`src/rtl/adc_capture_scheduler.sv`:
```
`default_nettype none
// ============================================================================
//  Module      : adc_capture_scheduler
//  Description : Paces conversion requests to a serial ADC reader (free-run or
//                triggered frames), keeps at most one conversion in flight,
//                never requests more than the sample FIFO can hold, and frames
//                the returned samples as an AXI-Stream packet stream with
//                TLAST on the final sample of each frame.
//  Ports       : i_Clk/i_Rst_n        clock, async active-low reset
//                i_Enable             run capture (level)
//                i_Trigger_Mode       0 free-run, 1 frame waits for i_Trigger
//                i_Trigger            frame-start pulse (honoured in ARMED)
//                i_Period             request interval minus 1
//                i_Frame_Len          samples per frame (0 treated as 1)
//                i_Clear_Counts       clear o_Missed_Count
//                o_ADC_Req            one-cycle conversion request
//                i_ADC_Valid/Data     sample return from the ADC reader
//                o_Axis_*/i_Axis_Ready AXI-Stream master (TDATA zero-extended)
//                o_Busy               state != IDLE
//                o_Missed_Count       saturating count of suppressed requests
//  Revision    : 1.0 - initial release
// ============================================================================
module adc_capture_scheduler #(
   parameter int DATA_WIDTH   = 12,
   parameter int PERIOD_WIDTH = 16,
   parameter int FRAME_WIDTH  = 16,
   parameter int FIFO_DEPTH   = 4    // power of 2, at least 2
) (
   input  logic                    i_Clk,
   input  logic                    i_Rst_n,
   input  logic                    i_Enable,
   input  logic                    i_Trigger_Mode,
   input  logic                    i_Trigger,
   input  logic [PERIOD_WIDTH-1:0] i_Period,
   input  logic [FRAME_WIDTH-1:0]  i_Frame_Len,
   input  logic                    i_Clear_Counts,
   output logic                    o_ADC_Req,
   input  logic                    i_ADC_Valid,
   input  logic [DATA_WIDTH-1:0]   i_ADC_Data,
   output logic [15:0]             o_Axis_Data,
   output logic                    o_Axis_Valid,
   output logic                    o_Axis_Last,
   input  logic                    i_Axis_Ready,
   output logic                    o_Busy,
   output logic [15:0]             o_Missed_Count
);

   localparam logic [1:0] c_IDLE    = 2'd0;
   localparam logic [1:0] c_ARMED   = 2'd1;
   localparam logic [1:0] c_CAPTURE = 2'd2;
   localparam logic [1:0] c_DRAIN   = 2'd3;

   localparam int c_AW = $clog2(FIFO_DEPTH);
   localparam int c_CW = c_AW + 1;

   localparam logic [FRAME_WIDTH-1:0]  c_ONE_F   = 1;
   localparam logic [PERIOD_WIDTH-1:0] c_ONE_P   = 1;
   localparam logic [c_AW-1:0]         c_ONE_PTR = 1;
   localparam logic [c_CW-1:0]         c_ONE_CNT = 1;

   logic [1:0]              r_state;
   logic [1:0]              w_next_state;

   // Frame configuration, frozen for the duration of a frame
   logic [PERIOD_WIDTH-1:0] r_period;
   logic [FRAME_WIDTH-1:0]  r_frame_len;
   logic                    r_mode;

   logic [PERIOD_WIDTH-1:0] r_per_cnt;
   logic [FRAME_WIDTH-1:0]  r_req_cnt;
   logic [FRAME_WIDTH-1:0]  r_smp_cnt;
   logic                    r_outstanding;
   logic                    r_adc_req;
   logic [15:0]             r_missed;

   logic [DATA_WIDTH:0]     r_mem [FIFO_DEPTH];
   logic [c_AW-1:0]         r_wr_ptr;
   logic [c_AW-1:0]         r_rd_ptr;
   logic [c_CW-1:0]         r_fifo_cnt;

   logic                    w_active;
   logic                    w_req_left;
   logic                    w_tick;
   logic                    w_space;
   logic                    w_issue;
   logic                    w_miss;
   logic                    w_push;
   logic                    w_last;
   logic                    w_frame_done;
   logic                    w_pop;
   logic                    w_start;
   logic [DATA_WIDTH:0]     w_head;

   assign w_active   = (r_state == c_CAPTURE) || (r_state == c_DRAIN);
   assign w_req_left = r_req_cnt < r_frame_len;
   assign w_tick     = w_active && w_req_left && (r_per_cnt == r_period);

   // Space is reserved for the in-flight sample so a push can never overflow
   assign w_space    = (32'(r_fifo_cnt) + 32'(r_outstanding)) < 32'(FIFO_DEPTH);
   assign w_issue    = w_tick && !r_outstanding && w_space;
   assign w_miss     = w_tick && !w_issue;

   assign w_push       = i_ADC_Valid && r_outstanding;
   assign w_last       = (r_smp_cnt == (r_frame_len - c_ONE_F));
   assign w_frame_done = w_push && w_last;

   assign o_Axis_Valid = (r_fifo_cnt != '0);
   assign w_pop        = o_Axis_Valid && i_Axis_Ready;

   // A new frame begins on any entry into CAPTURE, including the back-to-back
   // restart in free-run mode
   assign w_start = (w_next_state == c_CAPTURE) &&
                    ((r_state != c_CAPTURE) || w_frame_done);

   // ---------------------------------------------------------------- state reg
   always_ff @(posedge i_Clk or negedge i_Rst_n) begin
      if (!i_Rst_n) begin
         r_state <= c_IDLE;
      end else begin
         r_state <= w_next_state;
      end
   end

   // ---------------------------------------------------------------- next state
   always_comb begin
      w_next_state = r_state;
      case (r_state)
         c_IDLE: begin
            if (i_Enable) begin
               w_next_state = i_Trigger_Mode ? c_ARMED : c_CAPTURE;
            end
         end
         c_ARMED: begin
            if (!i_Enable) begin
               w_next_state = c_IDLE;
            end else if (i_Trigger) begin
               w_next_state = c_CAPTURE;
            end
         end
         c_CAPTURE: begin
            if (w_frame_done) begin
               if (!i_Enable) begin
                  w_next_state = c_IDLE;
               end else if (r_mode) begin
                  w_next_state = c_ARMED;
               end else begin
                  w_next_state = c_CAPTURE;
               end
            end else if (!i_Enable) begin
               w_next_state = c_DRAIN;
            end
         end
         c_DRAIN: begin
            if (w_frame_done) begin
               w_next_state = c_IDLE;
            end
         end
         default: w_next_state = c_IDLE;
      endcase
   end

   // ---------------------------------------------------------------- outputs
   always_comb begin
      o_Busy = (r_state != c_IDLE);
   end

   // ---------------------------------------------------------------- datapath
   always_ff @(posedge i_Clk or negedge i_Rst_n) begin
      if (!i_Rst_n) begin
         r_period      <= '0;
         r_frame_len   <= '0;
         r_mode        <= 1'b0;
         r_per_cnt     <= '0;
         r_req_cnt     <= '0;
         r_smp_cnt     <= '0;
         r_outstanding <= 1'b0;
         r_adc_req     <= 1'b0;
         r_missed      <= '0;
         r_wr_ptr      <= '0;
         r_rd_ptr      <= '0;
         r_fifo_cnt    <= '0;
      end else begin
         if (w_start) begin
            r_period    <= i_Period;
            r_frame_len <= (i_Frame_Len == '0) ? c_ONE_F : i_Frame_Len;
            r_mode      <= i_Trigger_Mode;
            r_per_cnt   <= '0;
            r_req_cnt   <= '0;
            r_smp_cnt   <= '0;
         end else begin
            // Counter only runs while the frame still owes requests
            if (w_tick) begin
               r_per_cnt <= '0;
            end else if (w_active && w_req_left) begin
               r_per_cnt <= r_per_cnt + c_ONE_P;
            end
            if (w_issue) begin
               r_req_cnt <= r_req_cnt + c_ONE_F;
            end
            if (w_push) begin
               r_smp_cnt <= r_smp_cnt + c_ONE_F;
            end
         end

         r_adc_req <= w_issue;

         // Issue requires outstanding=0 and push requires outstanding=1,
         // so the two never coincide
         if (w_issue) begin
            r_outstanding <= 1'b1;
         end else if (w_push) begin
            r_outstanding <= 1'b0;
         end

         if (i_Clear_Counts) begin
            r_missed <= '0;
         end else if (w_miss && (r_missed != 16'hFFFF)) begin
            r_missed <= r_missed + 16'd1;
         end

         if (w_push) begin
            r_wr_ptr <= r_wr_ptr + c_ONE_PTR;
         end
         if (w_pop) begin
            r_rd_ptr <= r_rd_ptr + c_ONE_PTR;
         end
         case ({w_push, w_pop})
            2'b10:   r_fifo_cnt <= r_fifo_cnt + c_ONE_CNT;
            2'b01:   r_fifo_cnt <= r_fifo_cnt - c_ONE_CNT;
            default: r_fifo_cnt <= r_fifo_cnt;
         endcase
      end
   end

   // Storage array carries no reset; the head is masked until an entry exists
   always_ff @(posedge i_Clk) begin
      if (w_push) begin
         r_mem[r_wr_ptr] <= {w_last, i_ADC_Data};
      end
   end

   assign w_head         = r_mem[r_rd_ptr];
   assign o_Axis_Data    = o_Axis_Valid ? 16'(w_head[DATA_WIDTH-1:0]) : 16'h0000;
   assign o_Axis_Last    = o_Axis_Valid & w_head[DATA_WIDTH];
   assign o_ADC_Req      = r_adc_req;
   assign o_Missed_Count = r_missed;

endmodule
`default_nettype wire

```
`config.mk`:
```
export PLATFORM = sky130hd
export DESIGN_NAME = adc_capture_scheduler
export DESIGN_NICKNAME = d
export VERILOG_FILES = /design/src/rtl/adc_capture_scheduler.sv
export SDC_FILE = /design/constraint.sdc
export NUM_CORES = 1
export LEC_CHECK = 0
export CAP_MARGIN = 10
export CORE_AREA = 2 2 125 127
export DETAILED_ROUTE_END_ITERATION = 12
export DIE_AREA = 0 0 127 129
export PLACE_DENSITY_LB_ADDON = 0.08
export REMOVE_ABC_BUFFERS = 1
export SYNTH_ARGS = -nofsm -noshare
export SYNTH_HDL_FRONTEND = slang
export SYNTH_SLANG_ARGS = --single-unit
```
`constraint.sdc`:
```
create_clock -name i_Clk -period 3.8 [get_ports i_Clk]
set_input_delay 0.57 -clock i_Clk [delete_from_list [all_inputs] [get_ports i_Clk]]
set_output_delay 0.57 -clock i_Clk [all_outputs]
set_load 0.05 [all_outputs]
```
# --- Yosys cells after proc, flatten, opt, wreduce, memory -nomap -nowiden ---
# Memory sizes are Yosys's and may differ from the RTL's.
# Index checks and enable logic that the tools add are counted.
# W data, S select, Z words.
classes:
  n_addsub: 10
  n_mul: 0
  n_div: 0
  magnitude_cmp: 2
  n_eq_ne: 10
  shift: 0
  n_mux: 26
  bitwise: 1
  n_reduce_logical: 24
op_table:
  columns: ["cell", "count"]
  rows:
  - ["$mux W16", 10]
  - ["$add A16 B1 Y16 const B", 4]
  - ["$eq A16 B16 Y1", 2]
  - ["$mux W2", 9]
  - ["$logic_not A16 Y1", 1]
  - ["$lt A16 B16 Y1", 1]
  - ["$ne A16 B16 Y1 const B", 1]
  - ["$sub A16 B1 Y16 const B", 1]
  - ["$mux W12", 1]
  - ["$reduce_bool A2 Y1", 6]
  - ["$logic_and A1 B1 Y1", 10]
  - ["$eq A2 B2 Y1 const B", 4]
  - ["$pmux W2 S4", 1]
  - ["$pmux W3 S2", 1]
  - ["$reduce_bool A3 Y1", 2]
  - ["$add A2 B1 Y2 const B", 2]
  - ["$add A3 B1 Y4", 1]
  - ["$eq A2 B1 Y1 const B", 2]
  - ["$lt A4 B3 Y1 const B", 1]
  - ["$mux W1", 4]
  - ["$add A3 B1 Y3 const B", 1]
  - ["$sub A3 B1 Y3 const B", 1]
  - ["$logic_not A1 Y1", 2]
  - ["$logic_not A2 Y1", 1]
  - ["3 further kinds", 4]
word_totals:
  register_bits: 108
  latch_bits: 0
  ram_bits: 52
  mem_bits_ro: 0
  in_bits: 52
  wordCells: 87
  memories: 1
memory_table:
  columns: ["name", "words", "word_bits", "read_ports", "rd_ports_with_merged_regs", "wr", "line", "text"]
  rows:
  - ["r_mem", 4, 13, 1, 0, 1, "76", "logic [DATA_WIDTH:0] r_mem [FIFO_DEPTH];"]

# --- Depth between registers and ports, before layout ---
# Gate-level depths: netlist of run 1.
depth:
  ltp_word: 11
  depth_mapped: 12
  mapped_depth_nobuf: 9

# --- Worst setup path after synthesis of run 1 ---
# No wires, ideal clock.
synth_timing:
  path_kind: "reg2reg"
  start: "register r_frame_len[0]"
  end: "register r_frame_len[10]"
  arrival_ps: 2912
  path_slack_ps: 763
  stages_incl_launch_ff: 12
  n_path_buf: 2
  period_less_slack_ps: 3037
  path_cell_list: "dfrtp_1 inv_1 ha_1 or4b_2 nor3_1 o211ai_1 o41a_1 nor4_2 a21o_1 buf_6 buf_12 mux2_2"
synth_via:
  elab_chain_cells: 7
synth_lines:
  columns: ["item", "line", "text"]
  rows:
  - ["start, declared", "66", "logic [FRAME_WIDTH-1:0] r_frame_len;"]
  - ["start signal, assigned", "185", "r_frame_len <= (i_Frame_Len == '0) ? c_ONE_F : i_Frame_Len;"]
  - ["$sub A16 B1 Y16 *", "104", "assign w_last = (r_smp_cnt == (r_frame_len - c_ONE_F));"]
  - ["$eq A16 B16 Y1 *", "104", null]
  - ["$logic_and A1 B1 Y1 *", "105", "assign w_frame_done = w_push && w_last;"]
  - ["$mux W2 (on tied branches)", "154, 141", null]
  - ["$pmux W2 S4", "127", "case (r_state)"]
  - ["$eq A2 B2 Y1", "112", "assign w_start = (w_next_state == c_CAPTURE) &&"]
  - ["$logic_and A1 B1 Y1 *", "112", null]
# Mark *: on every way between the ends. The rest lies on a longest branch, timed or not.
# A chain may end at the register's enable or synchronous reset.

# --- Final worst setup path of run 1 ---
layout_timing:
  start: "register r_frame_len[0]"
  end: "register r_period[5]"
layout_via:
  elab_chain_cells: 7
layout_lines:
  columns: ["item", "line", "text"]
  rows:
  - ["$sub A16 B1 Y16 *", "104", null]
  - ["$eq A16 B16 Y1 *", "104", null]
  - ["$logic_and A1 B1 Y1 *", "105", null]
  - ["$mux W2 (on tied branches)", "154, 141", null]
  - ["$pmux W2 S4", "127", null]
  - ["$eq A2 B2 Y1", "112", null]
  - ["$logic_and A1 B1 Y1 *", "112", null]
  - ["end signal, assigned", "184", "r_period <= i_Period;"]
  - ["end, declared", "65", "logic [PERIOD_WIDTH-1:0] r_period;"]
# Marked as above.

==> impl_metrics.csv, run 1 <==
group,metric,value,unit
final_layout,synthToLayoutAreaGrowth,19.1,%
final_layout,drive_gt1_share,12.1,%
sta,finClkSkew,5.24,ps
critical_path,slowest_stage,"or4b_2",
final_layout,final_cells,1033,
sta,finalHoldViolations,0,
clocking,clkTransAtPathRegs,60,ps
critical_path,crit_path_start_kind,"flip-flop",
synthesis,ys_ff_latch,160,
synthesis,yosys-top-cells-area,"dfrtp_1 32%, edfxtp_1 19%, xnor2_1 5.9%, ha_1 3.7%, mux2_2 3.6%",
drt,dr_total_vias,6028,
placed_design,port_buffers,83,
final_layout,n_antenna_cell,0,
critical_path,arrival,3820,ps
critical_path,crit_family,"simple AND/OR/NAND/NOR gates",
clocking,cts_buffer_depth,2,
critical_path,critPathMaxStageDelay,640,ps
clocking,ctsHoldBuffers,0,
sta,setup_ws,281,ps
grt,grt_pass1_vias,6132,
synthesis,synth_top_area_share,32.2,%
clocking,post_cts_buffers,0,
critical_path,path_cells,"inv_1 -> ha_1 -> or4b_2 -> nor3_1 -> o211ai_1 -> o41a_1 -> nor4_2 -> a21o_2 -> buf_12 -> mux2_2",
critical_path,cp.required,4100,ps
synthesis,yosysUniqueCellTypes,61,
clocking,cts.sinks,160,
sta,period_share,92.6,%
sta,setup_violations,0,
synthesis,synth-edff-count,52,
grt,track_usage,23.3,%
floorplanning,pin_count,88,
synthesis,syn_inst,747,
placed_design,hpwlAfterDp,12600,um
clocking,cts_tree,"done",
critical_path,cp_max_fo,32,
critical_path,worstSetupPathType,"reg -> reg",
grt,grt_first_pass_wirelength,29900,um
floorplanning,start_util,56.1,%
clocking,htree_levels,4,
drt,postRouteAntennaNets,0,
critical_path,r2r_slack,280,ps
sta,worstMarginPinSlew,888,ps
power,power.leakage,4.01,nW
floorplanning,core-area,0.0150,mm2
floorplanning,die_y,129,um
power,vdd_ir_drop_max,0.397,mV
drt,routedWlPerCell,17.5,um
drt,post_drt_via_cell_ratio,5.84,
run,drv_cap,0,
synthesis,synth_flop_cell,"dfrtp_1",
drt,drc,0,
drt,wl,18000,um
floorplanning,rows,45,
power,power.density,689,mW/mm2
sta,grt_setup_unrepaired,"false",
sta,slew_violations,0,
floorplanning,dieArea,0.0164,mm2
placed_design,placed_cells,1001,
synthesis,ys_async_sr_fraction,67.5,%
run_status,outcome,"completed",
placed_design,post-place-ws,358,ps
grt,overflow,0,
synthesis,synth.most_common_cell,"dfrtp_1",
sta,holdWs,268,ps
synthesis,yosys_warnings,0,
clocking,cts_resized,0,
floorplanning,die_w,127,um
sta,fin_setup_tns,0,ps
critical_path,critPathBufInv,2,
sta,fmax,0.284,GHz
synthesis,avgSynthCellArea,11.2,um2
power,power,6.90,mW
synthesis,syn-cell-area,0.00840,mm2
sta,period_minus_slack,3520,ps
drt,drt-initial-drc-count,421,
synthesis,yosysSeqAreaShare,50.8,%
worst_hold_path,min_path_type,"in -> async",
synthesis,yosysTopAreaCell,"dfrtp_1",
sta,relSlewSlack,40.6,%
final_layout,nets,910,
critical_path,cp-end-kind,"flip-flop",
clocking,cts_made_buffers,17,
synthesis,synthTopCellsByCount,"108 x dfrtp_1, 69 x nor2_1, 57 x xnor2_1",
grt,grt_max_degree,68,
grt,antenna_found_initial,0,
placed_design,gp_congestion,0.913,
clocking,clock_latency,420,ps
drt,drt_first_pass_iters,5,
clocking,cts_root_buffer,"clkbuf_16",
worst reg2reg max path: stages (launching register included):
cell and delay [ps]:
dfrtp_1 440, inv_1 110, ha_1 230, or4b_2 640, nor3_1 270, o211ai_1 120, o41a_1 160, nor4_2 460
a21o_2 360, buf_12 240, mux2_2 380
final timing paths:
| path | from | to | depth (start not counted) |
|---|---|---|---|
| max | r_frame_len[0]$_DFFE_PN0P_ | r_period[5]$_DFFE_PN0P_ | 10 |
| min | i_Rst_n | r_frame_len[13]$_DFFE_PN0P_ | 1 |
| max reg2reg | r_frame_len[0]$_DFFE_PN0P_ | r_period[5]$_DFFE_PN0P_ | 10 |
| min reg2reg | r_fifo_cnt[2]$_DFFE_PN0P_ | r_fifo_cnt[2]$_DFFE_PN0P_ | 1 |
| max in group asynchronous | i_Rst_n | o_Missed_Count[14]$_DFFE_PN0P_ | 2 |
| min in group i_Clk | r_fifo_cnt[2]$_DFFE_PN0P_ | r_fifo_cnt[2]$_DFFE_PN0P_ | 1 |
flip-flops by register name (all words and copies together) (netlist names), 3 cells and up:
signal / cells
r_frame_len: 16
o_Missed_Count: 16
r_smp_cnt: 16
r_mem: 52
r_fifo_cnt: 3
r_per_cnt: 16
r_req_cnt: 16
r_period: 16
metal layers:
metal  vias to the layer above  wire length (um)  GRT usage (%)
met1                      2992              7930           31.3
li1                       2853                 -              -
met5                         -                 0              0
met3                        23               748           4.45
met2                       160              9110           39.0
met4                         0               239           6.92
cell families (layout without fill, tap and decap cells):
logic type      after synthesis  in the layout  share of synthesized area, %
compound gates               75             75                          5.71
simple gates                291            291                          18.5
xor+xnor                     80             80                          8.34
fa+ha+maj                    26             26                          3.96
buf+inv                      62            157                          3.99
mux                          52             52                          8.69
other cells                   1              4                        0.0447
flops                       160            160                          50.8
final cells by class:
cell class,count,area (um2)
inverters,29,109
flip-flops and latches,160,4260
clock buffers,19,433
well taps,188,235
clock inverters,13,190
fillers,1135,4970
multi-input cells,528,3820
repair buffers,96,951
placed cells by master, fill, tap and decap left out, types with 12 or more instances in the layout:
master,n
a21oi_1,22
and2_1,15
and3_1,21
buf_4,12
clkbuf_16,17
clkdlybuf4s50_1,82
dfrtp_1,108
edfxtp_1,52
ha_1,25
inv_1,29
mux2_2,27
mux4_2,13
nand2_1,38
nand3_1,29
nand4_1,21
nor2_1,69
nor2b_1,12
nor3_1,29
o21ai_0,19
xnor2_1,57
xor2_1,23
where the power goes:
group	leakage (nW)	switching (mW)	internal, mW
clock network	0.289	0.697	1.10
registers	1.88	0.534	2.14
logic	1.85	1.30	1.13
total	4.01	2.53	4.37
per-stage QoR:
stage / area [um2] / util (%)
2_1_floorplan: 8180 / -
4_1_cts: 10000 / 66.8
3_3_place_gp: 9380 / 62.6
5_1_grt: 10000 / 66.8
3_5_place_dp: 9380 / 62.6
6_report: 10000 / 66.8
Power figures use the tool's default switching activity.
==> inputs of run 2 (changes only) <==
--- a/config.mk
+++ b/config.mk
@@ -9,7 +9,7 @@
 export CORE_AREA = 2 2 125 127
 export DETAILED_ROUTE_END_ITERATION = 12
 export DIE_AREA = 0 0 127 129
-export PLACE_DENSITY_LB_ADDON = 0.08
+export PLACE_DENSITY = 0.79
 export REMOVE_ABC_BUFFERS = 1
 export SYNTH_ARGS = -nofsm -noshare
 export SYNTH_HDL_FRONTEND = slang
==> run 2 against run 1 <==
Global-route usage decreased by 0.17 points; worst hold slack worse by 96 ps; die area unchanged; sequential share of layout area grew 0.49 points; setup slack better by 15 ps; critical path type unchanged; critical endpoint is now r_frame_len[11]$_DFFE_PN0P_; highest routed layer unchanged.
==> impl_metrics.csv, run 2 (same netlist as run 1, synthesis figures left out) <==
group,metric,value,unit
sta,setup_violations,0,
floorplanning,dieArea,0.0164,mm2
critical_path,crit_path_start_kind,"flip-flop",
drt,postRouteAntennaNets,0,
placed_design,gp_congestion,0.919,
grt,grt_max_degree,60,
final_layout,n_antenna_cell,0,
clocking,cts_resized,0,
drt,routedWlPerCell,17.5,um
clocking,ctsHoldBuffers,0,
power,power.leakage,3.97,nW
final_layout,regMostFlops,"r_mem",
placed_design,hpwlAfterDp,12500,um
sta,fmax,0.285,GHz
critical_path,timing.rr.start,"r_frame_len[0]$_DFFE_PN0P_",
floorplanning,core-area,0.0150,mm2
sta,finalHoldViolations,0,
critical_path,critPathBufInv,2,
final_layout,multi_input_area,0.00382,mm2
critical_path,cp_max_fo,28,
clocking,post_cts_buffers,0,
placed_design,post_dp_cell_area,0.00936,mm2
clocking,clock_latency,430,ps
drt,drt_first_pass_iters,4,
drt,post_drt_via_cell_ratio,5.86,
sta,finClkSkew,8.04,ps
critical_path,cp-end-kind,"flip-flop",
sta,period_minus_slack,3500,ps
run_status,outcome,"completed",
final_layout,layout_common_cells,"108 x dfrtp_1, 82 x clkdlybuf4s50_1, 69 x nor2_1, 57 x xnor2_1, 52 x edfxtp_1",
sta,slew_violations,0,
clocking,cts_root_buffer,"clkbuf_16",
critical_path,arrival,3810,ps
grt,grt_pass1_vias,6016,
critical_path,worstSetupPathType,"reg -> reg",
run,drv_cap,0,
final_layout,synthToLayoutAreaGrowth,17.8,%
critical_path,critPathMaxStageDelay,640,ps
final_layout,utilization,66.0,%
grt,antenna_found_initial,0,
floorplanning,start_util,56.1,%
critical_path,rr_worst_depth,10,
sta,period_share,92.2,%
power,power.density,675,mW/mm2
sta,worstMarginPinSlew,850,ps
grt,grt_first_pass_wirelength,29900,um
floorplanning,pin_count,88,
critical_path,slowest_stage,"or4b_2",
final_layout,drive_gt1_share,11.6,%
final_layout,final_cells,1030,
clocking,cts.sinks,160,
final_layout,final_common_cell,"dfrtp_1",
drt,dr_total_vias,6036,
final_layout,largest_register_ffs,52,
critical_path,r2r_end,"r_frame_len[11]$_DFFE_PN0P_",
placed_design,placed_cells,998,
grt,overflow,0,
floorplanning,rows,45,
clocking,cts_buffer_depth,2,
critical_path,path_cells,"inv_1 -> ha_1 -> or4b_2 -> nor3_1 -> o211ai_1 -> o41a_1 -> nor4_2 -> a21o_2 -> buf_4 -> mux2_2",
drt,drc,0,
power,power,6.68,mW
clocking,htree_levels,4,
clocking,cts_tree,"done",
sta,holdWs,172,ps
drt,wl,18000,um
critical_path,crit_family,"simple AND/OR/NAND/NOR gates",
drt,drt-initial-drc-count,421,
worst_hold_path,min_path_type,"in -> async",
floorplanning,die_w,127,um
clocking,clkTransAtPathRegs,60,ps
final_layout,stdcell_area,0.00989,mm2
critical_path,cp.required,4110,ps
final_layout,fillers,1155,
critical_path,r2r_slack,300,ps
sta,grt_setup_unrepaired,"false",
placed_design,port_buffers,83,
grt,track_usage,23.1,%
final_layout,nets,907,
floorplanning,die_y,129,um
sta,relSlewSlack,43.1,%
power,vdd_ir_drop_max,0.371,mV
final_layout,seqCellArea,0.00426,mm2
clocking,cts_made_buffers,17,
-- run 2: power breakdown --
part / internal [mW] / switching (mW)
registers: 2.14 / 0.512
clock network: 0.893 / 0.686
logic: 1.12 / 1.32
total: 4.16 / 2.52
-- run 2: worst register-to-register path: stages, from the launching register on --
cell,delay (ps)
dfrtp_1,430
inv_1,110
ha_1,220
or4b_2,640
nor3_1,270
o211ai_1,120
o41a_1,150
nor4_2,490
a21o_2,240
buf_4,320
mux2_2,400
-- run 2: cell type report --
cell class | instances | share of cell area [%]
clock buffers | 20 | 4.41
clock inverters | 12 | 0.974
inverters | 29 | 1.10
multi-input cells | 528 | 38.6
flip-flops and latches | 160 | 43.1
well taps | 188 | 2.38
repair buffers | 93 | 9.39
-- run 2: worst max path at each step --
stage | slack (ps) | from | cells past startpoint | end
final | 300 | r_frame_len[0]$_DFFE_PN0P_ | 10 | r_frame_len[11]$_DFFE_PN0P_
after global routing | 30 | r_frame_len[0]$_DFFE_PN0P_ | 10 | r_frame_len[8]$_DFFE_PN0P_
after CTS | 320 | r_frame_len[0]$_DFFE_PN0P_ | 10 | r_frame_len[11]$_DFFE_PN0P_
after detailed placement | 340 | r_frame_len[0]$_DFFE_PN0P_ | 10 | r_frame_len[11]$_DFFE_PN0P_
after global placement | 490 | r_frame_len[0]$_DFFE_PN0P_ | 10 | r_frame_len[12]$_DFFE_PN0P_
after floorplan | -410 | r_frame_len[0]$_DFFE_PN0P_ | 9 | r_frame_len[10]$_DFFE_PN0P_
-- run 2: through the flow --
stage	TNS, ps	setup slack [ps]
global route	0	27.3
global placement	0	486
finish	0	296
floorplan	-19680	-413
CTS	0	316
detailed placement	0	337
-- run 2: per-layer routing --
layer  track usage, %  routed length, um
met1             31.1               8200
met2             38.2               8800
met3             4.20                733
met4             7.95                288
met5                0                  0
